===== src/rtl/stopwatch_ctrl.sv =====
// Stopwatch run/pause/lap/clear controller: button synchronizers, base-tick
// prescaler, and the four-state sequencer driving the mod-K counter chain.
module stopwatch_ctrl #(
  parameter int unsigned TICK_DIV = 500000
) (
  input  logic       clk,
  input  logic       nrst,
  input  logic       start_stop,
  input  logic       lap_reset,
  input  logic       all_max,
  output logic       tick_en,
  output logic       cnt_nrst,
  output logic       freeze,
  output logic       ovf,
  output logic [1:0] state
);

  localparam int unsigned PW = $clog2(TICK_DIV);
  localparam logic [PW-1:0] P_LAST = PW'(TICK_DIV - 1);

  typedef enum logic [1:0] {
    ST_IDLE  = 2'd0,
    ST_RUN   = 2'd1,
    ST_PAUSE = 2'd2,
    ST_LAP   = 2'd3
  } state_t;

  state_t        r_state, w_nstate;
  logic [PW-1:0] r_p, w_p_n;
  logic          r_ss_s1, r_ss_s2, r_ss_prev;
  logic          r_lr_s1, r_lr_s2, r_lr_prev;
  logic          r_tick_en, r_cnt_nrst, r_freeze, r_ovf;
  logic          w_ss, w_lr, w_running, w_tick, w_ovf_hit, w_ovf_n;

  always_ff @(posedge clk or negedge nrst) begin
    if (!nrst) begin
      r_ss_s1   <= 1'b0;
      r_ss_s2   <= 1'b0;
      r_ss_prev <= 1'b0;
      r_lr_s1   <= 1'b0;
      r_lr_s2   <= 1'b0;
      r_lr_prev <= 1'b0;
    end else begin
      r_ss_s1   <= start_stop;
      r_ss_s2   <= r_ss_s1;
      r_ss_prev <= r_ss_s2;
      r_lr_s1   <= lap_reset;
      r_lr_s2   <= r_lr_s1;
      r_lr_prev <= r_lr_s2;
    end
  end

  assign w_ss      = r_ss_s2 & ~r_ss_prev;
  assign w_lr      = r_lr_s2 & ~r_lr_prev;
  assign w_running = (r_state == ST_RUN) || (r_state == ST_LAP);
  assign w_tick    = w_running && (r_p == P_LAST);
  assign w_ovf_hit = w_tick && all_max;

  always_comb begin
    w_nstate = r_state;
    w_ovf_n  = r_ovf;
    // A saturating tick outranks any button event in the same cycle.
    if (w_ovf_hit) begin
      w_nstate = ST_PAUSE;
      w_ovf_n  = 1'b1;
    end else begin
      unique case (r_state)
        ST_IDLE:  if (w_ss) w_nstate = ST_RUN;
        ST_RUN:   if (w_ss) w_nstate = ST_PAUSE;
                  else if (w_lr) w_nstate = ST_LAP;
        ST_LAP:   if (w_ss) w_nstate = ST_PAUSE;
                  else if (w_lr) w_nstate = ST_RUN;
        ST_PAUSE: begin
          if (w_ss) begin
            if (!r_ovf) w_nstate = ST_RUN;
          end else if (w_lr) begin
            w_nstate = ST_IDLE;
            w_ovf_n  = 1'b0;
          end
        end
        default:  w_nstate = ST_IDLE;
      endcase
    end
  end

  always_comb begin
    w_p_n = r_p;
    if (r_state == ST_IDLE)
      w_p_n = '0;
    else if (w_running)
      w_p_n = w_tick ? '0 : r_p + PW'(1);
  end

  always_ff @(posedge clk or negedge nrst) begin
    if (!nrst) begin
      r_state    <= ST_IDLE;
      r_p        <= '0;
      r_tick_en  <= 1'b0;
      r_freeze   <= 1'b0;
      r_ovf      <= 1'b0;
      r_cnt_nrst <= 1'b0;
    end else begin
      r_state    <= w_nstate;
      r_p        <= w_p_n;
      r_tick_en  <= w_tick & ~all_max;
      r_freeze   <= (w_nstate == ST_LAP);
      r_ovf      <= w_ovf_n;
      r_cnt_nrst <= !((r_state == ST_PAUSE) && (w_nstate == ST_IDLE));
    end
  end

  assign tick_en  = r_tick_en;
  assign cnt_nrst = r_cnt_nrst;
  assign freeze   = r_freeze;
  assign ovf      = r_ovf;
  assign state    = r_state;

endmodule


===== config.mk =====
export PLATFORM = sky130hd
export DESIGN_NAME = stopwatch_ctrl
export DESIGN_NICKNAME = d
export VERILOG_FILES = /design/src/rtl/stopwatch_ctrl.sv
export SDC_FILE = /design/constraint.sdc
export NUM_CORES = 1
export LEC_CHECK = 0
export CAP_MARGIN = 40
export CELL_PAD_IN_SITES_DETAIL_PLACEMENT = 1
export CELL_PAD_IN_SITES_GLOBAL_PLACEMENT = 1
export CORE_ASPECT_RATIO = 1.2
export CORE_MARGIN = 5
export CORE_UTILIZATION = 30
export CTS_CLUSTER_SIZE = 25
export DETAILED_ROUTE_END_ITERATION = 12
export PLACE_DENSITY = 0.67
export SLEW_MARGIN = 20
export SYNTH_ARGS = -nofsm -noshare
export SYNTH_HDL_FRONTEND = slang
export SYNTH_SLANG_ARGS = --single-unit

===== constraint.sdc =====
create_clock -name clk -period 2.65 [get_ports clk]
set_clock_uncertainty 0.15 [all_clocks]
set_input_delay 0.3975 -clock clk [delete_from_list [all_inputs] [get_ports clk]]
set_output_delay 0.3975 -clock clk [all_outputs]
set_load 0.005 [all_outputs]

==> results.py, run 1 <==
metrics = {
    "die": {
        "rows": 29,
        "dieArea_sq_um": 7181,
        "die_h_microns": 91.83,
        "ios": 11,
        "die_w_microns": 78.20,
        "start_util_pct": 31.17,
        "core-area_sq_um": 5370,
    },
    "timing": {
        "whs_ns": 0.2041,
        "rsz0062_at_grt": "false",
        "setup_viol": 0,
        "slew_headroom_pct": 69.35,
        "timing.fmax_ghz": 0.4691,
        "hold_viol": 0,
        "layout_min_cycle_time_ns": 2.132,
        "fin_tns_setup_ns": 0,
        "drv_slew": 0,
        "tightest_slew_ns": 0.4555,
        "finalCritPeriodShare_pct": 80.45,
    },
    "yosys": {
        "synth.distinct_cells": 46,
        "ys_warn_count": 0,
        "seq_area_frac_synth_pct": 46.34,
        "ys_seq_elements": 31,
        "synthArstFlopShare_pct": 100.0,
        "synthesis.area_sq_um": 1674,
        "synth_edf_count": 0,
        "syn-mean-instance-area_sq_um": 9.677,
        "synth_nets": 179,
        "synth_top_flop_cell": "dfrtp_1",
        "synthCells": 173,
    },
    "status": {
        "status": "finished, final reports clean",
    },
    "detailed_routing": {
        "drtPass1Iterations": 4,
        "drc": 0,
        "wl_per_cell_microns": 18.01,
        "wirelength_microns": 4448,
        "routed-via-count": 1426,
        "drtIter0Drc": 70,
        "ant_nets": 0,
        "viasPerCell": 5.773,
    },
    "place": {
        "place_congestion": 0.8243,
        "hpwl_microns": 3199,
        "io_buffers": 10,
    },
    "global_route": {
        "antenna_found_initial": 0,
        "grt_pass1_wl_microns": 7762,
        "grt_max_degree": 32,
        "grt_pass1_vias": 1516,
        "grt_overflow": 0,
        "grt_usage_pct": 13.71,
    },
    "cells_and_area": {
        "regArea_sq_um": 775.7,
        "fill_cells": 620,
        "n_antenna_cell": 0,
        "multiInputGateArea_sq_um": 813.3,
        "drive_above_1_share_pct": 10.81,
        "syn2layout_area_growth_pct": 15.40,
        "layout.nets": 190,
    },
    "clock_network": {
        "cts.clk_slew.worst_paths_ns": 0.07,
        "root_buffer": "clkbuf_8",
        "insertion_delay_ns": 0.28,
        "tritoncts": "yes",
        "cts_setup_buffers": 0,
        "clockBufferDepth": 2,
        "ctsResizeCount": 0,
        "htree_levels": 2,
        "numCtsBuffers": 5,
        "hold_buffers": 0,
        "cts.sinks": 31,
    },
    "setup_path": {
        "crit_type": "register to register",
        "endpoint_kind": "register",
        "start_kind": "register",
        "crit_arrival_ns": 2.13,
        "path_max_fanout": 10,
        "path_cells": "ha_1 > nand4_4 > or2_2 > o21ai_1 > o21ai_0",
        "critPathMaxStageDelay_ns": 0.42,
        "critPathSlowestCell": "dfrtp_1",
        "critical_path_required_ns": 2.65,
    },
    "power": {
        "p_leak_nw": 0.7517,
        "power_per_cell_area_nw_per_um2": 635.2,
        "vdd_drop_max_mv": 0.2412,
    },
    "min_path": {
        "min_path_type": "register to register",
    },
    "run": {
        "maxCapViolations": 0,
    },
}
state kept, by name, summed over array words and instances (netlist names):
name       cells
r_p           19
state          2
cnt_nrst       1
freeze         1
ovf            1
r_lr_prev      1
r_lr_s1        1
r_lr_s2        1
r_ss_prev      1
r_ss_s1        1
r_ss_s2        1
tick_en        1
metal layers:
metal  global-route usage, %  part of all wire, %  wire, microns
met1                   15.24                   40           1793
met2                   25.50                   55           2459
met3                   2.941                  2.6            117
met4                   4.810                  1.7             77
met5                       0                    0              0
synth_stat cells, drive strengths merged, types with 2 or more instances:
| library cell | n | area (sq um) |
|---|---|---|
| dfrtp | 31 | 775.7 |
| o2111ai | 5 | 43.79 |
| nor2 | 2 | 7.510 |
| clkbuf | 3 | 11.26 |
| buf | 8 | 58.80 |
| xor2 | 2 | 17.52 |
| inv | 4 | 15.01 |
| nor3 | 3 | 15.01 |
| nor2b | 2 | 12.51 |
| nor4 | 4 | 25.02 |
| or2 | 2 | 12.51 |
| nand2b | 4 | 25.02 |
| or3 | 2 | 12.51 |
| mux2i | 3 | 30.03 |
| nand4 | 6 | 52.55 |
| or4b | 2 | 20.02 |
| and4 | 3 | 27.53 |
| nor4bb | 3 | 30.03 |
| xnor2 | 2 | 17.52 |
| a21oi | 4 | 20.02 |
| o311ai | 4 | 35.03 |
| nand2 | 27 | 101.4 |
| a21o | 4 | 30.03 |
| o21ai | 14 | 70.06 |
| nand3 | 12 | 60.06 |
| or4 | 2 | 18.77 |
worst paths after layout:
check / slack, ns / endpoint / cells after the start / from
min in group asynchronous: 0.36 / r_ss_s1$_DFF_PN0_ / 2 / nrst
setup reg to reg: 0.52 / r_p[4]$_DFFE_PN0P_ / 5 / r_p[0]$_DFFE_PN0P_
hold / removal: 0.20 / r_ss_s2$_DFF_PN0_ / 0 / r_ss_s1$_DFF_PN0_
setup / recovery: 0.52 / r_p[4]$_DFFE_PN0P_ / 5 / r_p[0]$_DFFE_PN0P_
max in group asynchronous: 1.70 / r_p[17]$_DFFE_PN0P_ / 2 / nrst
hold reg to reg: 0.20 / r_ss_s2$_DFF_PN0_ / 0 / r_ss_s1$_DFF_PN0_
critical path: cells and delay by family (launching register included):
| family | cells | cell delay (ns) |
|---|---|---|
| adder cells (fa/ha/maj) | 1 | 0.28 |
| AO/OA/AOI/OAI | 2 | 0.57 |
| AND/OR/NAND/NOR | 2 | 0.57 |
| flip-flops | 1 | 0.42 |
cell usage in the layout, fill, tap and decap left out, types with 5 or more instances in the layout:
master	netlist	routed
buf_4	0	5
clkbuf_8	0	5
clkdlybuf4s50_1	0	10
dfrtp_1	31	31
nand2_1	27	27
nand3_1	12	12
nand4_1	5	5
o2111ai_1	5	5
o21ai_0	13	13
stage by stage:
step                setup WS, ns  instance area [sq um]  power [W]  utilization [%]  std cells
floorplan                 0.7234                   1674  0.0006717                -        173
global placement          0.6477                   1819  0.0007542            33.88        239
detailed placement        0.4963                   1819  0.0007704            33.88        239
CTS                       0.4845                   1932   0.001242            35.97        247
global route              0.3097                   1932   0.001293            35.97        247
finish                    0.5180                   1932   0.001227            35.97        247
area by class of cell:
class / instances / share of cell area [%]
Inverter: 4 / 0.7772
Sequential cell: 31 / 40.16
Multi-Input combinational cell: 127 / 42.10
Clock inverter: 3 / 2.267
Timing Repair Buffer: 15 / 7.124
Clock buffer: 5 / 3.562
Tap cell: 62 / 4.016
cell families (layout without fill, tap and decap cells):
kind of cell	count (synthesis)	in the layout	synth area share (%)
DFF	31	31	46.34
xor gates and xnor gates	4	4	2.093
AOI/OAI and AO/OA	40	40	16.52
adders and majority gates	1	1	0.7473
muxes	3	3	1.794
and+or+nand+nor	79	79	27.43
buffers and inverters	15	27	5.082
where the power goes:
group | leakage [nW] | internal, W | total, W | switching (W)
combinational | 0.286 | 0.0000806 | 0.000203 | 0.000123
clock | 0.0581 | 0.000280 | 0.000467 | 0.000187
sequential | 0.408 | 0.000508 | 0.000557 | 0.0000491
(Power assumes the default switching activity.)
==> inputs of run 2 (changes only) <==
--- a/config.mk
+++ b/config.mk
@@ -13,7 +13,7 @@
 export CORE_UTILIZATION = 30
 export CTS_CLUSTER_SIZE = 25
 export DETAILED_ROUTE_END_ITERATION = 12
-export PLACE_DENSITY = 0.67
+export PLACE_DENSITY = 0.69
 export SLEW_MARGIN = 20
 export SYNTH_ARGS = -nofsm -noshare
 export SYNTH_HDL_FRONTEND = slang
==> constraint.sdc (replaced) <==
create_clock -name clk -period 1.73 [get_ports clk]
set_clock_uncertainty 0.15 [all_clocks]
set_input_delay 0.2595 -clock clk [delete_from_list [all_inputs] [get_ports clk]]
set_output_delay 0.2595 -clock clk [all_outputs]
set_load 0.005 [all_outputs]
==> run 2 against run 1 <==
Clock power is 22% higher. Core utilization is 7.8 points higher. Die area is the same. First-iteration DRC count down 29%. Final area grew 22%. Clock-buffer cell count grew 1. Non-clock buffer count is 37 higher. Sequential share of layout area decreased by 6.5 points. Via count up 8.0%. Setup slack got worse by 0.51 ns. Largest power group unchanged. Highest routed layer unchanged.
==> results.py, run 2 (synthesis results as in run 1) <==
metrics = {
    "setup_path": {
        "r2r_start": "r_p[15]$_DFFE_PN0P_",
        "crit_type": "register to register",
        "path_cells": "nand4_1 > or4_4 > o41a_1 > o21ai_1",
        "r2r_slack_ns": 0.003,
        "critPathMaxStageDelay_ns": 0.51,
        "path_max_fanout": 5,
        "critical_path_required_ns": 1.79,
        "worstSetupStartpoint": "r_p[15]$_DFFE_PN0P_",
        "critPathTopFamily": "simple AND/OR/NAND/NOR gates",
        "critPathBufInv": 0,
        "start_kind": "register",
        "critPathSlowestCell": "or4_4",
        "endpoint_kind": "register",
        "crit_arrival_ns": 1.79,
    },
    "clock_network": {
        "hold_buffers": 0,
        "clockBufferDepth": 2,
        "cts.clk_slew.worst_paths_ns": 0.07,
        "htree_levels": 2,
        "tritoncts": "yes",
        "insertion_delay_ns": 0.28,
        "cts.sinks": 31,
        "numCtsBuffers": 5,
        "root_buffer": "clkbuf_8",
    },
    "cells_and_area": {
        "n_antenna_cell": 0,
        "layout_common_cells": "38 x buf_4, 27 x nand2_1, 19 x dfrtp_1, 12 x dfrtp_2, 11 x nand3_1",
        "top_register": "r_p",
        "layout_commonest_cell": "buf_4",
        "largest_reg_flops": 19,
        "drive_above_1_share_pct": 40.54,
        "syn2layout_area_growth_pct": 40.36,
        "layout.nets": 227,
        "finish.utilization_pct": 43.76,
    },
    "die": {
        "core-area_sq_um": 5370,
        "ios": 11,
        "start_util_pct": 31.17,
        "rows": 29,
        "die_w_microns": 78.20,
        "die_h_microns": 91.83,
        "dieArea_sq_um": 7181,
    },
    "detailed_routing": {
        "drtPass1Iterations": 4,
        "ant_nets": 0,
        "wl_per_cell_microns": 17.10,
        "wirelength_microns": 4856,
        "viasPerCell": 5.423,
        "routed-via-count": 1540,
        "drc": 0,
        "drtIter0Drc": 50,
    },
    "power": {
        "p_total_w": 0.001907,
        "power_per_cell_area_nw_per_um2": 811.5,
        "vdd_drop_max_mv": 0.3005,
        "p_leak_nw": 0.9658,
    },
    "timing": {
        "drv_slew": 0,
        "tightest_slew_ns": 0.4172,
        "finalCritPeriodShare_pct": 99.80,
        "layout_min_cycle_time_ns": 1.727,
        "rsz0062_at_grt": "true",
        "hold_viol": 0,
        "slew_headroom_pct": 71.83,
        "setup_viol": 0,
        "timing.fmax_ghz": 0.5792,
    },
    "place": {
        "place_congestion": 0.7574,
        "hpwl_microns": 3298,
        "io_buffers": 10,
    },
    "global_route": {
        "grt_usage_pct": 14.29,
        "grt_pass1_wl_microns": 8142,
        "grt_pass1_vias": 1625,
        "grt_overflow": 0,
        "antenna_found_initial": 0,
        "grt_max_degree": 32,
    },
    "run": {
        "maxCapViolations": 0,
    },
    "min_path": {
        "min_path_type": "register to register",
        "worstHoldStart": "r_ss_s1$_DFF_PN0_",
    },
    "status": {
        "status": "finished, final reports clean",
    },
}
## run 2: cell types whose count changed in the layout (fill, tap and decap cells not counted), sizes merged
| cell | before | now |
|---|---|---|
| buf | 5 | 42 |
| bufinv | 1 | 0 |
| clkbuf | 5 | 6 |
| clkdlybuf4s50 | 10 | 9 |
| clkinv | 2 | 1 |
| clkinvlp | 0 | 1 |
| dlygate4sd2 | 0 | 1 |
## run 2: layout make-up
type	count	area, sq um
fill	620	3020
multi-input combinational	127	943.4
sequential	31	790.8
timing repair buffer	52	437.9
tap	62	77.57
clock buffer	6	72.57
inverter	4	15.01
clock inverter	2	12.51
## run 2: layer usage
layer / up-vias / global-route usage (%) / part of all wire [%]
met3: 7 / 2.843 / 2.0
met2: 14 / 23.64 / 51
met5: - / 0 / 0
met1: 778 / 17.68 / 44
li1: 741 / - / -
met4: 0 / 6.997 / 2.2
## run 2: worst reg2reg max path: stages (launching register included)
cell and delay (ns):
dfrtp_1 0.46, nand4_1 0.14, or4_4 0.51, o41a_1 0.31, o21ai_1 0.08
## run 2: final timing paths
| path | to | cells past startpoint |
|---|---|---|
| worst max register to register | r_p[18]$_DFFE_PN0P_ | 4 |
| worst min register to register | r_ss_s2$_DFF_PN0_ | 0 |
| worst max-delay path | r_p[18]$_DFFE_PN0P_ | 4 |
| max in group asynchronous | r_p[14]$_DFFE_PN0P_ | 2 |
| worst min-delay path | r_ss_s2$_DFF_PN0_ | 0 |
| min in group asynchronous | r_ss_s1$_DFF_PN0_ | 2 |
## run 2: power by group
| group | internal, W | switching [W] |
|---|---|---|
| combinational | 0.000233 | 0.000261 |
| clock | 0.000281 | 0.000288 |
| sequential | 0.000782 | 0.0000619 |
| total | 0.00130 | 0.000611 |
## run 2: what timing repair did
item | in CTS | in global routing
pin swaps | 5 | 18
buffers inserted | 4 | 4
endpoints found under the hold margin | 0 | 0
endpoints found under the setup margin | 16 | 21
resized for setup | 10 | 37
## run 2: through the flow
stage | setup slack (ns) | TNS (ns) | hold slack (ns) | std cells | cell area, sq um
after CTS | -0.02779 | -0.1427 | 0.2067 | 281 | 2217
after floorplan | -0.01450 | -0.02534 | -0.1861 | 173 | 1692
after global placement | -0.04936 | -0.1730 | 0.1846 | 269 | 2062
after global routing | -0.07438 | -0.4586 | 0.2172 | 284 | 2350
after detailed placement | -0.07387 | -0.4969 | 0.1902 | 269 | 2062
final | 0.003498 | 0 | 0.2030 | 284 | 2350
